**config.mk**
```make
export PLATFORM = sky130hd
export DESIGN_NAME = rtc_host
export DESIGN_NICKNAME = d
export VERILOG_FILES = /design/src/rtl/rtc_host.sv
export SDC_FILE = /design/constraint.sdc
export NUM_CORES = 1
export LEC_CHECK = 0
export BUFFER_PORTS_ARGS = -buffer_cell sky130_fd_sc_hd__buf_2
export CELL_PAD_IN_SITES_DETAIL_PLACEMENT = 1
export CELL_PAD_IN_SITES_GLOBAL_PLACEMENT = 1
export CORE_AREA = 2 2 86 88
export CTS_BUF_LIST = sky130_fd_sc_hd__clkbuf_4 sky130_fd_sc_hd__clkbuf_8
export CTS_CLUSTER_SIZE = 16
export DETAILED_ROUTE_END_ITERATION = 10
export DIE_AREA = 0 0 88 90
export PLACE_DENSITY_LB_ADDON = 0.1
export SLEW_MARGIN = 20
export SYNTH_ARGS = -nofsm -noshare
export SYNTH_HDL_FRONTEND = slang
export SYNTH_SLANG_ARGS = --single-unit
```
**constraint.sdc**
```tcl
create_clock -name clk -period 2.55 [get_ports clk]
set_input_delay 0.255 -clock clk [delete_from_list [all_inputs] [get_ports clk]]
set_output_delay 0.255 -clock clk [all_outputs]
set_load 0.02 [all_outputs]
```
**src/rtl/rtc_host.sv**
```systemverilog
// rtc_host: serial initiator for the 3-wire PRAM/RTC bus.
//
// Turns one parallel request into a complete chip-select framed transaction:
// a standard command (command byte + data byte) or an extended XPRAM command
// (two command bytes + data byte). Bits travel MSB first. Every bus phase
// (SETUP, each LOW and HIGH half of a bit, HOLD, GAP) lasts CLK_DIV cycles.
//
// Ports:
//   clk, reset     system clock, synchronous active-high reset
//   start          request strobe, taken only when idle (including the done cycle)
//   xcmd           1 = extended transaction (cmd0, cmd1, data), 0 = standard
//   cmd0, cmd1     command bytes; cmd0[7] = 1 selects a read
//   wdata          data byte sent on writes
//   busy           transaction in progress
//   done           one-cycle pulse when the transaction ends
//   rdata          byte returned by the last read, held until the next read
//   rtc_cs_n       chip select, active low
//   rtc_ck         serial clock, idles high
//   rtc_dat_o      serial data towards the responder
//   rtc_dat_oe     1 = host drives the data line
//   rtc_dat_i      serial data from the responder (synchronous to clk)

module rtc_host #(
    parameter int CLK_DIV = 8
) (
    input  logic       clk,
    input  logic       reset,
    input  logic       start,
    input  logic       xcmd,
    input  logic [7:0] cmd0,
    input  logic [7:0] cmd1,
    input  logic [7:0] wdata,
    output logic       busy,
    output logic       done,
    output logic [7:0] rdata,
    output logic       rtc_cs_n,
    output logic       rtc_ck,
    output logic       rtc_dat_o,
    output logic       rtc_dat_oe,
    input  logic       rtc_dat_i
);

    localparam logic [7:0] DIV_LAST = 8'(CLK_DIV - 1);

    localparam logic [2:0] S_IDLE  = 3'd0;
    localparam logic [2:0] S_SETUP = 3'd1;
    localparam logic [2:0] S_LOW   = 3'd2;
    localparam logic [2:0] S_HIGH  = 3'd3;
    localparam logic [2:0] S_HOLD  = 3'd4;
    localparam logic [2:0] S_GAP   = 3'd5;

    logic [2:0]  state_q, state_d;
    logic [7:0]  cnt_q, cnt_d;
    logic [4:0]  bit_q, bit_d;
    logic [23:0] tx_q, tx_d;
    logic [7:0]  rx_q, rx_d;
    logic        xcmd_q, xcmd_d;
    logic        rd_q, rd_d;
    logic [7:0]  rdata_q, rdata_d;
    logic        done_q, done_d;
    logic        busy_q, busy_d;
    logic        cs_n_q, cs_n_d;
    logic        ck_q, ck_d;
    logic        dat_o_q, dat_o_d;
    logic        dat_oe_q, dat_oe_d;

    logic        cnt_last;
    logic [4:0]  last_bit;
    logic        in_data_q;
    logic        phase_d;
    logic        rd_data_d;

    // Sequencing: a phase counter paces every state, a bit counter walks the
    // 8N bits, and the transmit word is shifted left once per bit so that its
    // MSB is always the bit currently on the wire.
    always_comb begin
        state_d  = state_q;
        cnt_d    = cnt_q;
        bit_d    = bit_q;
        tx_d     = tx_q;
        rx_d     = rx_q;
        xcmd_d   = xcmd_q;
        rd_d     = rd_q;
        rdata_d  = rdata_q;
        done_d   = 1'b0;

        cnt_last  = (cnt_q == DIV_LAST);
        last_bit  = xcmd_q ? 5'd23 : 5'd15;
        in_data_q = (bit_q >= (xcmd_q ? 5'd16 : 5'd8));

        if (state_q != S_IDLE) begin
            cnt_d = cnt_last ? 8'd0 : cnt_q + 8'd1;
        end

        case (state_q)
            S_IDLE: begin
                if (start) begin
                    state_d = S_SETUP;
                    cnt_d   = 8'd0;
                    bit_d   = 5'd0;
                    xcmd_d  = xcmd;
                    rd_d    = cmd0[7];
                    rx_d    = 8'h00;
                    // Standard transactions use only the top 16 bits.
                    tx_d    = xcmd ? {cmd0, cmd1, wdata} : {cmd0, wdata, 8'h00};
                end
            end
            S_SETUP: begin
                if (cnt_last) state_d = S_LOW;
            end
            S_LOW: begin
                if (cnt_last) begin
                    state_d = S_HIGH;
                    // Sample just before the rising edge the responder drives against.
                    if (rd_q && in_data_q) rx_d = {rx_q[6:0], rtc_dat_i};
                end
            end
            S_HIGH: begin
                if (cnt_last) begin
                    if (bit_q == last_bit) begin
                        state_d = S_HOLD;
                    end else begin
                        state_d = S_LOW;
                        bit_d   = bit_q + 5'd1;
                        tx_d    = {tx_q[22:0], 1'b0};
                    end
                end
            end
            S_HOLD: begin
                if (cnt_last) state_d = S_GAP;
            end
            S_GAP: begin
                if (cnt_last) begin
                    state_d = S_IDLE;
                    done_d  = 1'b1;
                    if (rd_q) rdata_d = rx_q;
                end
            end
            default: state_d = S_IDLE;
        endcase
    end

    // Bus pins are decoded from the next state so they leave flops directly.
    always_comb begin
        phase_d   = (state_d == S_LOW) || (state_d == S_HIGH);
        rd_data_d = rd_d && (bit_d >= (xcmd_d ? 5'd16 : 5'd8));
        busy_d    = (state_d != S_IDLE);
        cs_n_d    = (state_d == S_IDLE) || (state_d == S_GAP);
        ck_d      = (state_d != S_LOW);
        dat_oe_d  = phase_d && !rd_data_d;
        dat_o_d   = 1'b1;
        if (phase_d && !rd_data_d) dat_o_d = tx_d[23];
    end

    always_ff @(posedge clk) begin
        if (reset) begin
            state_q  <= S_IDLE;
            cnt_q    <= 8'd0;
            bit_q    <= 5'd0;
            tx_q     <= 24'h000000;
            rx_q     <= 8'h00;
            xcmd_q   <= 1'b0;
            rd_q     <= 1'b0;
            rdata_q  <= 8'h00;
            done_q   <= 1'b0;
            busy_q   <= 1'b0;
            cs_n_q   <= 1'b1;
            ck_q     <= 1'b1;
            dat_o_q  <= 1'b1;
            dat_oe_q <= 1'b0;
        end else begin
            state_q  <= state_d;
            cnt_q    <= cnt_d;
            bit_q    <= bit_d;
            tx_q     <= tx_d;
            rx_q     <= rx_d;
            xcmd_q   <= xcmd_d;
            rd_q     <= rd_d;
            rdata_q  <= rdata_d;
            done_q   <= done_d;
            busy_q   <= busy_d;
            cs_n_q   <= cs_n_d;
            ck_q     <= ck_d;
            dat_o_q  <= dat_o_d;
            dat_oe_q <= dat_oe_d;
        end
    end

    assign busy       = busy_q;
    assign done       = done_q;
    assign rdata      = rdata_q;
    assign rtc_cs_n   = cs_n_q;
    assign rtc_ck     = ck_q;
    assign rtc_dat_o  = dat_o_q;
    assign rtc_dat_oe = dat_oe_q;

endmodule

```
; ---- Word-level counts from Yosys, hierarchy flattened
; Cells that the tools add are included.
[classes]
n_addsub = 2
n_lt_le_gt_ge = 2
n_eq_ne = 16
mux = 33
bitwise_logic = 2
reduce_logical = 17
[ops]
columns = operator, n
row1 = 2-to-1 mux 24 bit, 3
row2 = 2-to-1 mux 8 bit, 7
row3 = one-hot mux 24 bit (2 select lines), 1
row4 = 2-to-1 mux 5 bit, 6
row5 = 2-to-1 mux 3 bit, 7
row6 = one-hot mux 3 bit (6 select lines), 1
row7 = 2-to-1 mux 16 bit, 1
row8 = one-hot mux 8 bit (2 select lines), 1
row9 = "== test 3 x 2 -> 1 bit, second input constant", 4
row10 = >= comparator 5 bit, 2
row11 = "!= test 2 bit, second input constant", 5
row12 = one-hot mux 5 bit (2 select lines), 1
row13 = "== test 3 bit, second input constant", 3
row14 = "adder 8 x 1 -> 8 bit, second input constant", 1
row15 = "== test 8 x 3 -> 1 bit, second input constant", 1
row16 = AND reduction 4 bit, 2
row17 = logical NOT 3 bit, 2
row18 = nonzero test 3 bit, 2
row19 = "adder 5 x 1 -> 5 bit, second input constant", 1
row20 = == test 5 bit, 1
row21 = 2-to-1 mux 1 bit, 5
row22 = nonzero test 2 bit, 2
row23 = OR reduction 2 bit, 2
row24 = "== test 3 x 1 -> 1 bit, second input constant", 1
row25 = other kinds (6), 10
[word_totals]
register_bits = 64
input_bits = 29
wordCells = 87

; ---- Longest topological paths before layout
; Gate-level depths: netlist (run 1).
[logic_depth]
word_depth = 11
mapped_depth = 12
depth_no_buf = 11

; ---- Least setup slack after synthesis (run 1)
; OpenSTA, ideal clock, no wires.
[synth_timing]
path_type = register -> register
from = register xcmd_q
to = register dat_oe_q (netlist: rtc_dat_oe)
arrival_time_ns = 2.211
t_required_ns = 2.431
path_slack_ns = 0.220
stages_incl_launch_ff = 13
n_path_buf = 1
period_less_slack_ns = 2.330
path_cell_list = dfxtp_1 > inv_1 > ha_1 > nand4_1 > and4_1 > buf_6 > nand4_1 > mux2i_1 > ha_1 > nand2_1 > nor2_2 > o21ai_2 > o221a_1
[synth_between]
elab_chain_len = 9
elab_cells_between_ends = 18
classes_between = order compare: 1 / eq/ne: 3 / mux: 10 / reduce/logical: 4
[synth_rtl]
columns = element, line_no
row1 = from (decl), 57  ; logic xcmd_q, xcmd_d;
row2 = from (signal assigned), 177  ; xcmd_q <= xcmd_d;
row3 = 2-to-1 mux 5 bit, 88  ; last_bit = xcmd_q ? 5'd23 : 5'd15;
row4 = == test 5 bit, 120  ; if (bit_q == last_bit) begin
row5 = 2-to-1 mux 5 bit, 120
row6 = 2-to-1 mux 5 bit, 119  ; if (cnt_last) begin
row7 = one-hot mux 5 bit (2 select lines), 95  ; case (state_q)
row8 = >= comparator 5 bit, 146  ; rd_data_d = rd_d && (bit_d >= (xcmd_d ? 5'd16 : 5'd8));
row9 = logical AND 1 bit, 146
row10 = logical NOT 1 bit, 150  ; dat_oe_d = phase_d && !rd_data_d;
row11 = logical AND 1 bit *, 150
row12 = to (signal assigned), 185  ; dat_oe_q <= dat_oe_d;
row13 = to (decl), 65  ; logic dat_oe_q, dat_oe_d;
; Mark *: on every way between the ends. The rest lies on a longest branch, timed or not.
; A chain may end at the register's enable or synchronous reset.

; ---- Worst setup path after layout (run 1)
[layout_timing]
from = register cnt_q[0]
to = register dat_o_q (netlist: rtc_dat_o)
[layout_between]
elab_chain_len = 9
elab_cells_between_ends = 20
classes_between = order compare: 1 / eq/ne: 3 / mux: 10 / bitwise: 1 / reduce/logical: 5
[layout_rtl]
columns = element, line_no
row1 = from (decl), 53  ; logic [7:0] cnt_q, cnt_d;
row2 = from (signal assigned), 173  ; cnt_q <= cnt_d;
row3 = == test 8 x 3 -> 1 bit, 87  ; cnt_last = (cnt_q == DIV_LAST);
row4 = 2-to-1 mux 5 bit, 119
row5 = one-hot mux 5 bit (2 select lines), 95
row6 = via bit_d[4], 54  ; logic [4:0] bit_q, bit_d;
row7 = >= comparator 5 bit, 146
row8 = logical AND 1 bit, 146
row9 = logical NOT 1 bit, 152  ; if (phase_d && !rd_data_d) dat_o_d = tx_d[23];
row10 = logical AND 1 bit, 152
row11 = inverter 1 bit (no line), --
row12 = OR reduction 2 bit (no line), --
row13 = to (signal assigned), 184  ; dat_o_q <= dat_o_d;
row14 = to (decl), 64  ; logic dat_o_q, dat_o_d;
; The timed path passes the listed nets, and every way through them passes these cells. The select of a mux whose other input is x is not followed.

==> results of run 1 <==
cells in the mapped netlist, types with 2 or more instances:
library cell	count	area, sq um
dfxtp_1	64	1280
nor2_1	50	188
a21oi_1	26	130
nand2_1	26	97.6
mux2i_1	25	250
clkbuf_1	12	45.0
nand2b_1	11	68.8
o21ai_0	10	50.1
a221oi_1	8	70.1
a222oi_1	7	70.1
a22oi_1	7	52.6
ha_1	7	87.6
inv_1	7	26.3
nand3b_1	7	52.6
nor3_1	7	35.0
nand3_1	6	30.0
buf_2	5	25.0
buf_6	4	45.0
nand4_1	4	25.0
and3_1	3	18.8
nor2b_1	3	18.8
a311oi_1	2	17.5
a31oi_1	2	12.5
a41oi_1	2	17.5
and2_1	2	12.5
nand3_2	2	20.0
nor2_2	2	12.5
o21ai_2	2	17.5
or3_1	2	12.5
report_power, final:
| group | total, uW | switching [uW] | leakage, uW | internal (uW) |
|---|---|---|---|---|
| sequential | 1040 | 16.7 | 0.000520 | 1030 |
| combinational | 196 | 114 | 0.000842 | 82.2 |
| clock | 978 | 411 | 0.000107 | 566 |
| total | 2220 | 542 | 0.00147 | 1670 |
worst max path at each step:
stage | from | to | slack [ps] | cells after the start
final | cnt_q[0] | rtc_dat_o | 100 | 9
after global routing | cnt_q[0] | rtc_dat_o | 10 | 9
after CTS | cnt_q[0] | rtc_dat_o | 140 | 9
after detailed placement | cnt_q[0] | rtc_dat_o | 170 | 9
after global placement | cnt_q[0] | rtc_dat_o | 240 | 9
after floorplan | xcmd_q | rtc_dat_oe | 220 | 12
logic make-up (layout without fill, tap and decap cells):
kind of cell    Yosys count  in the layout  synth area share (%)
compound gates           79             79                  19.1
xor+xnor                  1              1                 0.283
fa+ha+maj                 7              7                  2.83
buf+inv                  29             77                  4.69
flops                    64             64                  41.4
mux                      26             26                  8.81
simple gates            134            134                  22.9
layout by cell type, fill, tap and decap left out, types with 8 or more instances in the layout:
cell type,count
a221oi_1,8
clkbuf_8,9
o21ai_0,10
nand2b_1,11
nor2_1,50
buf_2,42
a21oi_1,26
mux2i_1,25
dfxtp_1,64
buf_4,12
nand2_1,26
worst max-delay path, cell delays in order, from the launching register on:
cell and delay [ps]:
dfxtp_1 370, ha_1 240, and4bb_2 260, nand2_1 110, o41a_1 420, a31oi_1 220, ha_1 290, a21oi_1 200
o211a_1 160, o21ai_1 60
per-stage QoR:
stage          setup slack (ps)  instances
3_5_place_dp                167        471
5_1_grt                    11.2        487
4_1_cts                     144        487
6_report                    103        487
3_3_place_gp                243        471
2_1_floorplan               220        340
registers in the layout, summed over array words and instances, names as in the netlist, 3 cells and up:
signal	flops
cnt_q	8
tx_q	24
rx_q	8
rdata	8
state_q	3
bit_q	5
layout make-up:
| class | count | share of cell area, % |
|---|---|---|
| sequential | 64 | 35.3 |
| inverter | 7 | 0.725 |
| timing repair buffer | 54 | 8.28 |
| clock inverter | 6 | 2.55 |
| clock buffer | 10 | 3.62 |
| tap | 99 | 3.42 |
| multi-input combinational | 247 | 46.0 |
metal layers:
layer / global-route usage (%) / vias up / wire length, um
met1: 27.6 / 1343 / 3610
met5: 0 / - / 0
met4: 7.82 / 0 / 133
met2: 31.3 / 43 / 3700
met3: 5.88 / 10 / 258
li1: - / 1326 / -
==> flow_metrics.py, run 1 <==
metrics = {
    "finish": {
        "areaGrowthSynthToFinish_pct": 17.1,
        "utilization_pct": 51.6,
        "finalInstanceArea_sq_um": 3620,
        "n_antenna_cell": 0,
        "regArea_sq_um": 1280,
        "drive_gt1_share_pct": 22.4,
        "nFillCells": 831,
        "multi_input_area_sq_um": 1670,
        "final_nets": 419,
    },
    "power": {
        "ir_drop_mv": 0.293,
        "power_density_nw_per_um2": 612,
        "finalPower_uw": 2220,
        "p_leak_uw": 0.00147,
    },
    "logic_synthesis": {
        "async_flop_share_pct": 0,
        "synth_cells": 340,
        "synth_area_sq_um": 3100,
        "synth_cell_types": 54,
        "synth.avg_cell_area_sq_um": 9.10,
        "yosysSeqAreaShare_pct": 41.4,
        "synth_edf_count": 0,
        "ys_seq_elements": 64,
        "yosys_warnings": 0,
        "ys.flop_type": "dfxtp_1",
        "synth.net_count": 376,
    },
    "sta": {
        "worst_slew_pin_slew_ps": 703,
        "finalMaxSlewViolations": 0,
        "fin_tns_setup_ps": 0,
        "finalHoldViolations": 0,
        "post-route-period-util_pct": 96.0,
        "rsz0062_at_grt": "false",
        "setup_viol": 0,
        "whs_ps": 159,
        "layout_min_cycle_time_ps": 2450,
        "max_freq_mhz": 409,
        "relSlewSlack_pct": 53.2,
        "fin_skew_ps": 11.9,
    },
    "cts": {
        "cts_tree": "done",
        "h-tree-depth": 3,
        "cts_buffers": 9,
        "cts_resized": 0,
        "cts_root_buffer": "clkbuf_8",
        "clk_latency_ps": 340,
        "clock-sinks": 64,
        "path_clk_slew_ps": 70,
        "cts_buffer_depth": 2,
        "ctsHoldBuffers": 0,
        "post-cts-setup-buffers": 0,
    },
    "detailed_routing": {
        "routed_wl_um": 7700,
        "via_count": 2722,
        "vias_per_cell": 5.59,
        "ant_nets": 0,
        "post_drt_wl_per_cell_um": 15.8,
        "first_pass_iters": 7,
        "post-route-drc-count": 0,
        "dr.first_iter.drc_count": 121,
    },
    "grt": {
        "grtUsageTotal_pct": 20.6,
        "gr-total-overflow": 0,
        "antenna_found_initial": 0,
        "grt_max_degree": 40,
        "grt_pass1_vias": 2690,
        "grt_pass1_wl_um": 12900,
    },
    "critical_path": {
        "rrSetupSlack_ps": 100,
        "rr_worst_depth": 9,
        "path_class": "register to register",
        "reg2reg_from": "cnt_q[0]",
        "cp_max_fo": 5,
        "r2r_end": "rtc_dat_o",
        "crit_required_ps": 2770,
        "cp-start-kind": "register",
        "arrival_ps": 2660,
        "critPathCaptureType": "register",
    },
    "hold_path": {
        "hold_class": "input port to register",
        "min_path_cells": 3,
        "holdPathEnd": "rx_q[0]",
        "min_from": "rtc_dat_i",
    },
    "floorplan": {
        "num_io_pins": 43,
        "core-area_sq_um": 7020,
        "die_x_um": 88,
        "start_util_pct": 44.1,
        "die_y_um": 90,
        "rows": 31,
        "die_area_sq_um": 7920,
    },
    "placement": {
        "portBuffers": 42,
        "gp_routability_congestion": 0.790,
        "dp_hpwl_um": 5400,
        "place_area_sq_um": 3400,
    },
    "job": {
        "maxCapViolCount": 0,
    },
    "status": {
        "status": "completed",
    },
}
Note: power is estimated with default switching activity, not from simulation.
==> inputs of run 2 (changes only) <==
CELL_PAD_IN_SITES_GLOBAL_PLACEMENT = 2   (was 1)
CORE_AREA = 2 2 96 98   (was 2 2 86 88)
DIE_AREA = 0 0 98 100   (was 0 0 88 90)
==> run 2 against run 1 <==
- sequential share of layout area fell by 0.19 points
- cell area rose by 0.55%
- setup slack improved by 34 ps
- global-route usage decreased by 4.0 points
- final cell count up 2.5%
- sequential power about the same
- die area increased by 24%
- largest power group unchanged
==> flow_metrics.py, run 2 (synthesis gave the netlist of run 1 again) <==
metrics = {
    "floorplan": {
        "num_io_pins": 43,
        "start_util_pct": 34.8,
        "rows": 35,
        "die_x_um": 98,
        "core-area_sq_um": 8890,
        "die_y_um": 100,
        "die_area_sq_um": 9800,
    },
    "finish": {
        "areaGrowthSynthToFinish_pct": 17.7,
        "layout_common_cells": "64 x dfxtp_1, 50 x nor2_1, 42 x buf_2, 26 x a21oi_1, 26 x nand2_1",
        "regMostFlops": "tx_q",
        "drive_gt1_share_pct": 22.7,
        "multi_input_area_sq_um": 1680,
        "nFillCells": 1067,
        "regArea_sq_um": 1280,
        "n_antenna_cell": 0,
        "largest_reg_flops": 24,
        "final_common_cell": "dfxtp_1",
        "final_nets": 421,
    },
    "critical_path": {
        "reg2reg_from": "cnt_q[0]",
        "arrival_ps": 2620,
        "crit_required_ps": 2760,
        "rrSetupSlack_ps": 140,
        "cp-start-kind": "register",
        "critPathCaptureType": "register",
        "cp_max_fo": 5,
        "r2r_end": "rtc_dat_o",
        "rr_worst_depth": 9,
        "path_class": "register to register",
    },
    "hold_path": {
        "hold_class": "input port to register",
        "min_from": "wdata[6]",
        "holdPathEnd": "tx_q[6]",
        "min_path_cells": 3,
    },
    "grt": {
        "antenna_found_initial": 0,
        "met1_usage_pct": 21.2,
        "grt_busiest_layer": "met2",
        "grtUsageTotal_pct": 16.7,
        "met2_usage_pct": 28.0,
        "grt_max_degree": 34,
        "grt_pass1_wl_um": 13100,
        "grt_use_met3_pct": 3.97,
        "grt_pass1_vias": 2673,
        "gr-total-overflow": 0,
    },
    "power": {
        "power_density_nw_per_um2": 603,
        "ir_drop_mv": 0.239,
        "p_leak_uw": 0.00148,
    },
    "sta": {
        "setup_slack_ps": 137,
        "fin_tns_setup_ps": 0,
        "post-route-period-util_pct": 94.6,
        "layout_min_cycle_time_ps": 2410,
        "finalMaxSlewViolations": 0,
        "worst_slew_pin_slew_ps": 887,
        "rsz0062_at_grt": "false",
        "max_freq_mhz": 414,
        "finalHoldViolations": 0,
        "relSlewSlack_pct": 40.4,
        "fin_skew_ps": 6.57,
        "setup_viol": 0,
    },
    "detailed_routing": {
        "post_drt_wl_per_cell_um": 15.8,
        "dr.first_iter.drc_count": 98,
        "routed_wl_um": 7890,
        "via_count": 2698,
        "ant_nets": 0,
        "vias_per_cell": 5.41,
        "post-route-drc-count": 0,
        "first_pass_iters": 5,
    },
    "cts": {
        "cts_tree": "done",
        "cts_buffers": 9,
        "clk_latency_ps": 330,
        "ctsHoldBuffers": 0,
        "clock-sinks": 64,
        "cts_buffer_depth": 2,
        "h-tree-depth": 3,
        "path_clk_slew_ps": 70,
        "cts_root_buffer": "clkbuf_8",
    },
    "placement": {
        "gp_routability_congestion": 0.751,
        "post-place-ws_ps": 123,
        "portBuffers": 42,
        "dp_hpwl_um": 5590,
    },
    "job": {
        "maxCapViolCount": 0,
    },
    "status": {
        "status": "completed",
    },
}
-- run 2: stage by stage --
step	power [uW]	utilization, %	hold WS [ps]	instances	cell area, sq um
final	2200	41.0	175	499	3640
after global routing	2310	41.0	174	499	3640
after CTS	2240	40.9	160	499	3640
after detailed placement	1270	38.6	451	485	3430
after global placement	1270	38.6	441	485	3430
after floorplan	1200	-	397	340	3100
-- run 2: critical path, stage by stage, from the launching register on --
cell      delay, ps
dfxtp_1         370
ha_1            240
and4bb_2        260
nand2_1         120
o41a_1          440
a31oi_2         190
ha_1            280
a21oi_1         190
o211a_1         150
o21ai_1          60
-- run 2: how the worst max path moves through the flow --
stage	start	endpoint	slack (ps)
finish	cnt_q[0]	rtc_dat_o	140
global route	xcmd_q	rtc_dat_o	5
CTS	cnt_q[0]	rtc_dat_o	110
detailed placement	cnt_q[0]	rtc_dat_o	120
global placement	cnt_q[0]	rtc_dat_o	220
floorplan	xcmd_q	rtc_dat_oe	220
-- run 2: per-layer routing --
metal  vias up  routed length (um)
li1       1319                   -
met5         -                   0
met2        44                3830
met3         8                 250
met4         0                  92
met1      1327                3720
-- run 2: timing repair --
item,4_1_cts,5_1_grt
setup endpoints to repair,0,2
resized for setup,0,1
buffers inserted,0,0
-- run 2: power by group --
part	internal (uW)	switching (uW)
logic	84.3	114
registers	1030	16.8
clock network	563	393
total	1670	524
-- run 2: area by class of cell --
class                      count  share of cell area (%)
timing repair buffer          56                    8.65
clock buffer                  10                    3.78
sequential                    64                    35.2
inverter                       7                   0.721
tap                          111                    3.81
clock inverter                 4                    1.92
multi-input combinational    247                    46.0
